--- src/rtl/sdf_stage_ctrl.sv ---
// rtl/sdf_stage_ctrl.sv - control unit for one radix-2 single-path delay-feedback FFT stage
//
// Registers the incoming complex sample and sequences the stage through
// FILL -> FIRST -> SECOND. It supports gap-free back-to-back frames, a
// per-frame inverse (conjugate) twiddle mode and framing-error detection.
//
// Ports:
//   clk, rst_n               clock, asynchronous active-low reset
//   valid_i                  input sample valid (frame = 2*HALF consecutive valids)
//   inverse_i                conjugate twiddles for the frame, sampled at sample 0
//   data_in_r / data_in_i    signed input sample
//   valid_o                  stage output valid (high during FIRST and SECOND)
//   state                    IDLE=00, FIRST=01, SECOND=10, FILL=11
//   data_out_r / data_out_i  data_in delayed one cycle (butterfly port A)
//   wn_r / wn_i              twiddle for the current SECOND cycle, 0 otherwise
//   err_o                    one-cycle framing-error pulse
module sdf_stage_ctrl #(
    parameter int HALF = 16,
    parameter int DW   = 8,
    parameter int TW   = 8
) (
    input  logic                 clk,
    input  logic                 rst_n,
    input  logic                 valid_i,
    input  logic                 inverse_i,
    input  logic signed [DW-1:0] data_in_r,
    input  logic signed [DW-1:0] data_in_i,
    output logic                 valid_o,
    output logic [1:0]           state,
    output logic signed [DW-1:0] data_out_r,
    output logic signed [DW-1:0] data_out_i,
    output logic signed [TW-1:0] wn_r,
    output logic signed [TW-1:0] wn_i,
    output logic                 err_o
);
    localparam int CW = $clog2(3 * HALF);
    localparam int QW = $clog2(HALF / 2 + 1);

    localparam logic [CW-1:0] FILL_END   = CW'(HALF - 1);
    localparam logic [CW-1:0] FIRST_END  = CW'(2 * HALF - 1);
    localparam logic [CW-1:0] SECOND_END = CW'(3 * HALF - 1);

    // pi scaled by 2^28, used by the elaboration-time cosine below
    localparam longint PI_FX = 64'sd843314857;

    typedef enum logic [1:0] {
        S_IDLE   = 2'b00,
        S_FIRST  = 2'b01,
        S_SECOND = 2'b10,
        S_FILL   = 2'b11
    } state_t;

    // round(2^(TW-2) * cos(pi*m/HALF)) for 0 <= m <= HALF/2, computed with a
    // fixed-point Taylor series so the ROM needs no real arithmetic.
    function automatic longint q_val(input int m);
        longint x, x2, term, sum, amp;
        x    = (PI_FX * longint'(m)) / longint'(HALF);
        x2   = (x * x) >>> 28;
        term = longint'(1) <<< 28;
        sum  = term;
        for (int i = 1; i <= 12; i++) begin
            term = -((term * x2) >>> 28) / longint'((2 * i - 1) * (2 * i));
            sum  = sum + term;
        end
        amp = longint'(1) <<< (TW - 2);
        return (amp * sum + (longint'(1) <<< 27)) >>> 28;
    endfunction

    logic signed [TW-1:0] qrom [HALF/2+1];

    for (genvar g = 0; g <= HALF / 2; g++) begin : g_qrom
        localparam logic signed [TW-1:0] QV = TW'(q_val(g));
        assign qrom[g] = QV;
    end

    state_t        st, st_nx;
    logic [CW-1:0] cnt, cnt_nx;
    logic          bb, bb_nx;
    logic          inv_next, inv_next_nx;
    logic          inv_act, inv_act_nx;
    logic          err_nx;

    always_ff @(posedge clk or negedge rst_n) begin
        if (!rst_n) begin
            st         <= S_IDLE;
            cnt        <= '0;
            bb         <= 1'b0;
            inv_next   <= 1'b0;
            inv_act    <= 1'b0;
            valid_o    <= 1'b0;
            err_o      <= 1'b0;
            data_out_r <= '0;
            data_out_i <= '0;
        end else begin
            st         <= st_nx;
            cnt        <= cnt_nx;
            bb         <= bb_nx;
            inv_next   <= inv_next_nx;
            inv_act    <= inv_act_nx;
            valid_o    <= (st_nx == S_FIRST) || (st_nx == S_SECOND);
            err_o      <= err_nx;
            data_out_r <= data_in_r;
            data_out_i <= data_in_i;
        end
    end

    always_comb begin
        st_nx       = st;
        cnt_nx      = cnt + CW'(1);
        bb_nx       = bb;
        inv_next_nx = inv_next;
        inv_act_nx  = inv_act;
        err_nx      = 1'b0;
        case (st)
            S_IDLE: begin
                cnt_nx = '0;
                if (valid_i) begin
                    st_nx       = S_FILL;
                    inv_next_nx = inverse_i;
                end
            end
            S_FILL: begin
                if (!valid_i) begin
                    st_nx  = S_IDLE;
                    cnt_nx = '0;
                    err_nx = 1'b1;
                end else if (cnt == FILL_END) begin
                    st_nx      = S_FIRST;
                    inv_act_nx = inv_next;
                end
            end
            S_FIRST: begin
                if (cnt == FIRST_END) begin
                    // the sample seen here is sample 0 of a possible next frame
                    st_nx = S_SECOND;
                    bb_nx = valid_i;
                    if (valid_i) begin
                        inv_next_nx = inverse_i;
                    end
                end else if (!valid_i) begin
                    st_nx  = S_IDLE;
                    cnt_nx = '0;
                    err_nx = 1'b1;
                end
            end
            S_SECOND: begin
                if (bb && !valid_i) begin
                    // overlapping frame broke; finish draining the current one
                    err_nx = 1'b1;
                    bb_nx  = 1'b0;
                end else if (!bb && valid_i && (cnt != SECOND_END)) begin
                    err_nx = 1'b1;
                end
                if (cnt == SECOND_END) begin
                    bb_nx = 1'b0;
                    if (bb && valid_i) begin
                        // next frame's first half is already in the delay line
                        st_nx      = S_FIRST;
                        cnt_nx     = CW'(HALF);
                        inv_act_nx = inv_next;
                    end else if (valid_i) begin
                        st_nx       = S_FILL;
                        cnt_nx      = '0;
                        inv_next_nx = inverse_i;
                    end else begin
                        st_nx  = S_IDLE;
                        cnt_nx = '0;
                    end
                end
            end
            default: begin
                st_nx  = S_IDLE;
                cnt_nx = '0;
            end
        endcase
    end

    assign state = st;

    // Quarter-wave lookup: k in [0, HALF) covers angles 0..pi.
    logic [CW-1:0]        k;
    logic signed [TW-1:0] tw_re, tw_im;

    always_comb begin
        k = cnt - CW'(2 * HALF);
        if (k < CW'(HALF / 2)) begin
            tw_re = qrom[QW'(k)];
            tw_im = -qrom[QW'(CW'(HALF / 2) - k)];
        end else begin
            tw_re = -qrom[QW'(CW'(HALF) - k)];
            tw_im = -qrom[QW'(k - CW'(HALF / 2))];
        end
        wn_r = '0;
        wn_i = '0;
        if (st == S_SECOND) begin
            wn_r = tw_re;
            wn_i = inv_act ? -tw_im : tw_im;
        end
    end

endmodule

--- config.mk ---
export PLATFORM = sky130hd
export DESIGN_NAME = sdf_stage_ctrl
export DESIGN_NICKNAME = d
export VERILOG_FILES = /design/src/rtl/sdf_stage_ctrl.sv
export SDC_FILE = /design/constraint.sdc
export NUM_CORES = 1
export LEC_CHECK = 0
export BUFFER_PORTS_ARGS = -buffer_cell sky130_fd_sc_hd__buf_2
export CAP_MARGIN = 30
export CORE_ASPECT_RATIO = 0.8
export CORE_UTILIZATION = 40
export CTS_CLUSTER_SIZE = 25
export DETAILED_ROUTE_END_ITERATION = 10
export GPL_ROUTABILITY_DRIVEN = 0
export PLACE_DENSITY = 0.66
export SYNTH_ARGS = -nofsm -noshare
export SYNTH_HDL_FRONTEND = slang
export SYNTH_SLANG_ARGS = --single-unit
--- constraint.sdc ---
create_clock -name clk -period 5 [get_ports clk]
set_input_delay 1 -clock clk [delete_from_list [all_inputs] [get_ports clk]]
set_output_delay 1 -clock clk [all_outputs]
set_load 0.03 [all_outputs]
# ---- Yosys cells after proc, flatten, opt, wreduce, memory -nomap -nowiden
# Memory sizes are Yosys's and may differ from the RTL's.
# Cells that the tools add are included.
dict set report word_totals {
  register_bits 29
  latchBits 0
  ram_bits 0
  rom_bits 512
  in_bits 20
  mem_count 4
}
# name depth width rd rd_ports_with_merged_regs write_ports line
set mem_list {}
lappend mem_list {{(no name shown)} 16 8 1 0 0 191} ;# tw_im = -qrom[QW'(k - CW'(HALF / 2))];
lappend mem_list {{(no name shown)} 16 8 1 0 0 190} ;# tw_re = -qrom[QW'(CW'(HALF) - k)];
lappend mem_list {{(no name shown)} 16 8 1 0 0 188} ;# tw_im = -qrom[QW'(CW'(HALF / 2) - k)];
lappend mem_list {{(no name shown)} 16 8 1 0 0 187} ;# tw_re = qrom[QW'(k)];
dict set report op_classes {
  add_sub_neg 9
  mul 0
  div_mod_pow 0
  order_cmp 5
  eq_ne 16
  shift 0
  mux 46
  bitwise_logic 4
  n_reduce_logical 14
}
# op count
set op_table {}
lappend op_table {{$mux W8} 13}
lappend op_table {{$neg A8 Y8} 4}
lappend op_table {{$pmux W6 S4} 1}
lappend op_table {{$ge A5 B5 Y1 const B} 4}
lappend op_table {{$not A4 Y5} 4}
lappend op_table {{$mux W6} 3}
lappend op_table {{$mux W2} 8}
lappend op_table {{$mux W1} 15}
lappend op_table {{$ne A2 B2 Y1 const B} 6}
lappend op_table {{$pmux W2 S4} 1}
lappend op_table {{$add A6 B1 Y6 const B} 1}
lappend op_table {{$eq A2 B2 Y1 const B} 3}
lappend op_table {{$eq A6 B4 Y1 const B} 1}
lappend op_table {{$eq A6 B5 Y1 const B} 1}
lappend op_table {{$eq A6 B6 Y1 const B} 1}
lappend op_table {{$lt A6 B4 Y1 const B} 1}
lappend op_table {{$ne A6 B6 Y1 const B} 1}
lappend op_table {{$pmux W1 S3} 2}
lappend op_table {{$sub A6 B6 Y6 const B} 1}
lappend op_table {{$mux W5} 1}
lappend op_table {{$reduce_and A5 Y1} 1}
lappend op_table {{$eq A2 B1 Y1 const B} 2}
lappend op_table {{$logic_and A1 B1 Y1} 4}
lappend op_table {{$pmux W1 S2} 2}
lappend op_table {{other kinds (11)} 13}

# ---- Depth between registers and ports, before layout
# Gate-level depths: netlist (run 1).
dict set report logic_depth {
  depth_word 11
  ltp_mapped 16
  depth_no_buf 13
}

# ---- Worst setup path before layout (run 1)
# No wires, ideal clock.
dict set report synth_timing {
  path_type {register to output}
  from {reg cnt[0]}
  to {out wn_i[7]}
  arrival_time_ps 4000
  setup_slack_ps 0
  path_stages_with_launch 17
  cell_sequence {dfrtp_1 -> buf_6 -> buf_6 -> inv_1 -> ha_1 -> ha_1 -> buf_2 -> nor2_1 -> a21o_1 -> nand2_1 -> ha_1 -> or4_4 -> a21oi_2 -> o211ai_2 -> or3_1 -> o31ai_2 -> mux2i_1}
}
dict set report synth_between {
  elab_chain_len 11
  elab_cells_between_ends 18
  classes_between {add/sub: 6; order compare: 1; mux: 7; bitwise: 2; memory: 2}
}
# item line
set synth_rtl {}
lappend synth_rtl {{from (decl)} 77} ;# logic [CW-1:0] cnt, cnt_nx;
lappend synth_rtl {{from (signal assigned)} 96} ;# cnt <= cnt_nx;
lappend synth_rtl {{$sub A6 B6 Y6 (*)} 185} ;# k = cnt - CW'(2 * HALF);
lappend synth_rtl {{$sub A4 B4 Y4, on equally long branches} {191, 188}}
lappend synth_rtl {{$not A4 Y5, on equally long branches} {191, 188}}
lappend synth_rtl {{$mem_v2 Z16 W8, on equally long branches} -}
lappend synth_rtl {{$mux W8, on equally long branches (2 in series)} {191, 188}}
lappend synth_rtl {{$neg A8 Y8, on equally long branches} {191, 188}}
lappend synth_rtl {{$mux W8 (*)} 186} ;# if (k < CW'(HALF / 2)) begin
lappend synth_rtl {{$neg A8 Y8} 197} ;# wn_i = inv_act ? -tw_im : tw_im;
lappend synth_rtl {{$mux W8 (*)} 197}
lappend synth_rtl {{$mux W8 (*)} 195} ;# if (st == S_SECOND) begin
lappend synth_rtl {{to (decl)} 33} ;# output logic signed [TW-1:0] wn_i,
# Every way passes the cells marked *; elsewhere a longest branch is shown, timed or not. The select of a mux whose other input is x is not followed.

# ---- Worst setup path in the final report (run 1)
# Ends and elaborated chain as after synthesis.

==> summary.txt, run 1 <==
Finish
  • Layout cells sized above 1: 26.9%
  • Fill count: 542
  • Area occupied by multi-input gates: 1500 µm²
  • Diodes inserted: 0
  • Final instance area: 2840 µm²
  • Synthesis-to-layout area growth: 19.6%
  • Register Area: 726 µm²
  • Finished Layout Cells: 413
  • Nets: 368

GRT
  • Top Usage Layer GRT: met2
  • Met2 Use GR: 29.1%
  • GR Util met3: 4.67%
  • Total GRT Usage: 18.9%
  • First-pass GRT wire length: 9340 µm
  • Vias in the first global route: 1999
  • Initial antenna violation count: 0
  • Met1 usage: 27.7%
  • Total grt overflow: 0
  • Largest net degree at the start of global routing: 30

Timing
  • Final setup viols: 0
  • Final min period: 4.83 ns
  • Max Slew Vio Count: 0
  • Relative slew slack: 55.4%
  • Fmax: 207 MHz
  • Hold Slack: 0.507 ns
  • RSZ-0062 raised after global routing: false
  • Clk_skew: 0.00525 ns
  • Slew @ Worst Pin: 0.652 ns
  • Final hold vios: 0
  • Setup TNS: 0 ns
  • Crit share post-route: 96.5%

Route
  • Routed len/inst: 14.3 µm
  • DR pass1 iterations: 5
  • Initial DRC Count: 231
  • Antenna Nets Post-Route: 0
  • Total wire length: 5920 µm
  • Via density: 5.53
  • Via count: 2285
  • DRC viols: 0

Yosys
  • #FFs+latches synth: 29
  • Cell variety after synth: 58
  • Number of synthesized flops with an enable pin: 0
  • Adder-cell area share of the yosys netlist: 7.37%
  • Synth warnings: 0
  • Portion of netlist area occupied by mux cells: 3.58%
  • Fraction of registers with async set/reset: 100%
  • Sequential share of the synthesized area: 30.5%
  • Syn_nets: 315
  • Synth Cell Area: 2380 µm²
  • Area share of the largest cell type after synthesis: 30.5%
  • Synth top cells by count: nor2_1 (31), dfrtp_1 (29), nand2_1 (27), a21oi_1 (16), o21ai_0 (16)
  • Combinational family with the most area after synthesis: compound AO/OA/AOI/OAI gates
  • Synth top area cells: dfrtp_1 (31%), ha_1 (7.4%), nor2_1 (4.9%)
  • Xor/xnor share of the synthesized area: 6.27%
  • Count leader, synth: nor2_1
  • Syn avg cell area: 8.46 µm²
  • Post-synthesis compound-gate area fraction: 25.1%
  • Main flop type after synthesis: dfrtp_1
  • Simple-gate share of the synthesized area: 20.6%
  • Synth area leader: dfrtp_1
  • Syn Inst Count: 281

Placement
  • DP HPWL: 4490 µm
  • IO Port Bufs: 55
  • Placed cell count: 404
  • DP Area: 2710 µm²

Outcome
  • Status: complete, no violations

Clock tree
  • CTS tree: done
  • Clk pin slew, worst setup/hold paths: 0.06 ns
  • Clock Path Buffers: 2
  • CTS Sinks: 29
  • Cts bufs inserted: 5
  • Worst-Skew Late Latency: 0.27 ns
  • Clock root buffer: clkbuf_8
  • H-Tree Depth: 2

Hold path
  • Hold path cells: 1
  • Worst hold path class: reg2reg
  • Hold Path End: inv_act$_DFFE_PN0P_
  • Hold path start: inv_next$_DFFE_PN0P_

Critical path
  • WP data arrival: 3.83 ns
  • WP data required: 4.00 ns
  • CP startpoint kind: flip-flop
  • Critical Path Fanout Max: 8
  • Crit Path Class: reg2out
  • R2R setup slack: 2.42 ns
  • Crit end category: primary output
  • Reg2reg end: valid_o$_DFF_PN0_
  • Worst reg2reg startpoint: cnt[0]$_DFF_PN0_
  • Register-to-Register Path Depth: 8

Floorplanning
  • Total die area: 6250 µm²
  • Initial Utilization: 42.5%
  • Die Y: 70.9 µm
  • Core Area: 5590 µm²
  • Ports: 56
  • Die Wd: 88.2 µm
  • Num rows: 24

Pwr
  • PwrDens: 495 nW/µm²
  • Static Leak: 1.35 nW
  • Worst IR Drop VDD: 0.170 mV
  • Pwr Total: 1.41 mW

Flow run
  • Max-cap violations: 0
==> power breakdown <==
part	internal (mW)	switching [mW]
Combinational	0.324	0.542
Clock	0.162	0.0841
Sequential	0.270	0.0231
==> cells in the final DEF (no fill, tap or decap), types with 5 or more instances in the layout <==
cell and n:
buf_2 54, nor2_1 31, dfrtp_1 29, nand2_1 27
a21oi_1 16, o21ai_0 16, ha_1 13, inv_1 11
buf_4 11, xnor2_1 9, nand3_1 8, nor3_1 8
xor2_1 8, a211oi_1 7, clkbuf_8 6, o31ai_1 5
==> routing by layer <==
metal | up-vias | part of all wire (%)
li1 | 1115 | -
met5 | - | 0
met1 | 1070 | 48
met2 | 92 | 44
met4 | 0 | 1.1
met3 | 8 | 6.3
==> how the worst max path moves through the flow <==
stage	slack [ns]	cells after the start	start	to
floorplan	0.0002	16	cnt[0]$_DFF_PN0_	wn_i[7]
finish	0.17	14	cnt[0]$_DFF_PN0_	wn_i[7]
CTS	0.09	14	cnt[0]$_DFF_PN0_	wn_i[7]
global route	0.01	14	cnt[0]$_DFF_PN0_	wn_i[7]
detailed placement	0.40	14	cnt[0]$_DFF_PN0_	wn_i[7]
global placement	0.50	14	cnt[0]$_DFF_PN0_	wn_i[7]
==> worst max-delay path, cell delays in order, from the launching register on <==
cell and delay [ns]:
dfrtp_1 0.39, inv_2 0.10, ha_1 0.18, ha_2 0.33, nor2_1 0.16, a21o_1 0.18, nand2_1 0.10, ha_1 0.25
or4_4 0.54, a21oi_2 0.19, o211ai_2 0.13, or3_1 0.36, o31ai_2 0.27, mux2i_1 0.21, buf_4 0.18
==> what timing repair did <==
action,4_1_cts,5_1_grt
hold endpoints to repair,0,0
setup endpoints to repair,0,1
setup buffers,0,1
resized for setup,0,5
hold buffers,0,0
==> state kept, by name, summed over array words and instances (netlist names) <==
| name | count |
|---|---|
| bb | 1 |
| cnt | 6 |
| data_out_i | 8 |
| data_out_r | 8 |
| err_o | 1 |
| inv_act | 1 |
| inv_next | 1 |
| state | 2 |
| valid_o | 1 |
==> final cells by class <==
cell class	instances	area share (%)
Clock inverter	2	1.32
Inverter	13	1.72
Clock buffer	6	2.90
Tap cell	78	3.43
Multi-Input combinational cell	220	52.7
Sequential cell	29	25.5
Timing Repair Buffer	65	12.4
==> through the flow <==
step	setup WS [ns]	utilization, %
after floorplan	0.000203	-
after global placement	0.502	48.5
after detailed placement	0.399	48.5
after global routing	0.0133	50.9
after CTS	0.0868	50.7
final	0.175	50.9
==> logic make-up (layout without fill, tap and decap cells) <==
group | after synthesis | count (layout)
flip-flops | 29 | 29
AO/OA/AOI/OAI | 82 | 82
adder cells (fa/ha/maj) | 14 | 14
XOR/XNOR | 17 | 17
multiplexers | 8 | 8
buffers and inverters | 32 | 86
AND/OR/NAND/NOR | 99 | 99
No activity file was read; power rests on OpenSTA's default activity.
==> inputs of run 2 (changes only) <==
TNS_END_PERCENT = 30   (was unset)
clock period = 4.5 ns   (was 5 ns; I/O delays follow)
==> run 2 against run 1 <==
Effect of this change:
- clock-buffer cell count unchanged
- routed wire length grew 11%
- final cell count rose by 4.6%
- flip-flop and latch count is the same
- sequential power increased by 11%
- non-clock buffer count up 19
- utilization grew 5.0 points
- first-iteration DRC count up 17%
- register-to-register slack got worse by 0.57 ns
- sequential share of layout area shrank 2.3 points
- critical path type unchanged
- critical endpoint unchanged
==> summary.txt, run 2 (synthesis gave the netlist of run 1 again) <==
Clock tree
  • Clock root buffer: clkbuf_8
  • Clk pin slew, worst setup/hold paths: 0.07 ns (about the same)
  • CTS tree: done
  • H-Tree Depth: 2 (unchanged)
  • Clock Path Buffers: 2 (unchanged)
  • CTS Sinks: 29 (unchanged)
  • Cts bufs inserted: 5 (unchanged)
  • Worst-Skew Late Latency: 0.28 ns (about the same)
  • Hold-fix buffers at CTS: 0 (unchanged)

Finish
  • Fill count: 528 (-2.6%)
  • Commonest non-fill, non-tap cell in the layout: buf_2
  • Area occupied by multi-input gates: 1620 µm² (+7.9%)
  • Core Util, Final: 55.8% (+5.0 points)
  • Register Area: 726 µm² (unchanged)
  • Most frequent cells in the layout: buf_2 (52), nor2_1 (30), buf_4 (30)
  • Diodes inserted: 0 (unchanged)
  • Nets: 387 (+5.2%)
  • Layout cells sized above 1: 33.9% (+7.0 points)
  • Synthesis-to-layout area growth: 31.3%
  • Regs by FF count: data_out_i: 8 flops, data_out_r: 8 flops, cnt: 6 flops
  • Finished Layout Cells: 432 (+4.6%)

Critical path
  • WP data arrival: 3.56 ns (-0.27 ns)
  • Critical Path Max Stage Delay: 0.52 ns (-0.02 ns)
  • Worst reg2reg startpoint: cnt[0]$_DFF_PN0_
  • First element of the critical path: cnt[0]$_DFF_PN0_
  • Cell Chain, Critical Path: inv_2 -> buf_4 -> ha_4 -> xnor2_1 -> nor2_1 -> nand2_1 -> ha_2 -> or4_4 -> a21oi_4 -> o211ai_4 -> or3_4 -> o31ai_4 -> mux2i_4 -> buf_6
  • Crit Path Class: reg2out
  • Crit end category: primary output
  • WP buf/inv: 3 (+1)
  • R2R setup slack: 1.85 ns (-0.57 ns)
  • Critical Path Fanout Max: 4 (-4)
  • Crit path max-delay family: simple AND/OR/NAND/NOR gates
  • WP data required: 3.60 ns (-0.40 ns)
  • Slowest cell on the critical path: or4_4
  • CP startpoint kind: flip-flop

Route
  • DRC viols: 0 (unchanged)
  • Via density: 5.54 (about the same)
  • Total wire length: 6560 µm (+11%)
  • Via count: 2392 (+4.7%)
  • Routed len/inst: 15.2 µm (+6.0%)
  • Initial DRC Count: 271 (+17%)
  • Antenna Nets Post-Route: 0 (unchanged)
  • DR pass1 iterations: 5 (unchanged)

Timing
  • RSZ-0062 raised after global routing: true
  • Slew @ Worst Pin: 0.756 ns (+0.104 ns)
  • Relative slew slack: 49.2% (-6.2 points)
  • Crit share post-route: 99.1%
  • Fmax: 224 MHz
  • Final hold vios: 0 (unchanged)
  • Setup TNS: 0 ns (unchanged)
  • Hold Slack: 0.505 ns (-0.00212 ns)
  • Final setup viols: 0 (unchanged)
  • Max Slew Vio Count: 0 (unchanged)
  • Final min period: 4.46 ns
  • Clk_skew: 0.00444 ns (-0.000810 ns)

Floorplanning
  • Die Y: 70.9 µm (unchanged)
  • Total die area: 6250 µm² (unchanged)
  • Ports: 56 (unchanged)
  • Initial Utilization: 42.5% (unchanged)
  • Core Area: 5590 µm² (unchanged)
  • Num rows: 24 (unchanged)
  • Die Wd: 88.2 µm (unchanged)

Hold path
  • Worst hold path class: reg2reg
  • Hold path start: inv_next$_DFFE_PN0P_

Placement
  • DP HPWL: 4620 µm (+3.0%)
  • IO Port Bufs: 55 (unchanged)
  • Placed cell count: 406 (+0.50%)

Pwr
  • Static Leak: 1.45 nW (+7.0%)
  • Worst IR Drop VDD: 0.214 mV (+26%)
  • Pwr Total: 1.71 mW (+22%)
  • PwrDens: 548 nW/µm² (+11%)

GRT
  • Total grt overflow: 0 (unchanged)
  • Largest net degree at the start of global routing: 30 (unchanged)
  • Vias in the first global route: 2125 (+6.3%)
  • Initial antenna violation count: 0 (unchanged)
  • First-pass GRT wire length: 10500 µm (+12%)
  • Total GRT Usage: 21.5% (+2.5 points)

Flow run
  • Max-cap violations: 0 (unchanged)

Outcome
  • Status: complete, no violations
[run 2: metrics by stage]
stage	cell area [µm²]	worst slack, ns
6_report	3120	0.0405
4_1_cts	3050	-0.0228
5_1_grt	3120	-0.101
3_3_place_gp	2770	0.208
2_1_floorplan	2420	0.000167
3_5_place_dp	2770	0.129
[run 2: worst reg2reg max path, delay by kind of cell (launching register included)]
kind	cells	cell delay [ns]
flip-flops	1	0.38
XOR/XNOR	1	0.14
AO/OA/AOI/OAI	2	0.33
buffers and inverters	1	0.26
AND/OR/NAND/NOR	4	1.09
adder cells (fa/ha/maj)	1	0.34
[run 2: timing repair]
action | CTS | global route
pin swaps | 9 | 10
endpoints found under the hold margin | 0 | 0
setup endpoints to repair | 1 | 5
buffers inserted | 16 | 3
resized for setup | 6 | 14
[run 2: layer usage]
| metal | GRT usage (%) | part of all wire, % | up-vias |
|---|---|---|---|
| li1 | - | - | 1156 |
| met1 | 31.2 | 46 | 1115 |
| met2 | 31.7 | 46 | 115 |
| met3 | 6.77 | 7.0 | 6 |
| met4 | 3.58 | 0.73 | 0 |
| met5 | 0 | 0 | - |
[run 2: power breakdown]
part | internal (mW) | switching (mW) | total (mW)
sequential | 0.300 | 0.0259 | 0.326
clock | 0.180 | 0.103 | 0.282
combinational | 0.451 | 0.651 | 1.10
[run 2: final timing paths]
kind | end | cells after the start
max | wn_i[7] | 14
min | inv_act$_DFFE_PN0P_ | 1
max reg2reg | valid_o$_DFF_PN0_ | 9
min reg2reg | inv_act$_DFFE_PN0P_ | 1
max in group asynchronous | data_out_r[7]$_DFF_PN0_ | 1
min in group asynchronous | cnt[4]$_DFF_PN0_ | 1
[run 2: layout make-up]
class / instances / area share, %
multi-input cells: 220 / 51.8
flip-flops and latches: 29 / 23.3
clock buffers: 6 / 2.65
clock inverters: 2 / 1.20
well taps: 78 / 3.13
inverters: 13 / 1.64
repair buffers: 84 / 16.3
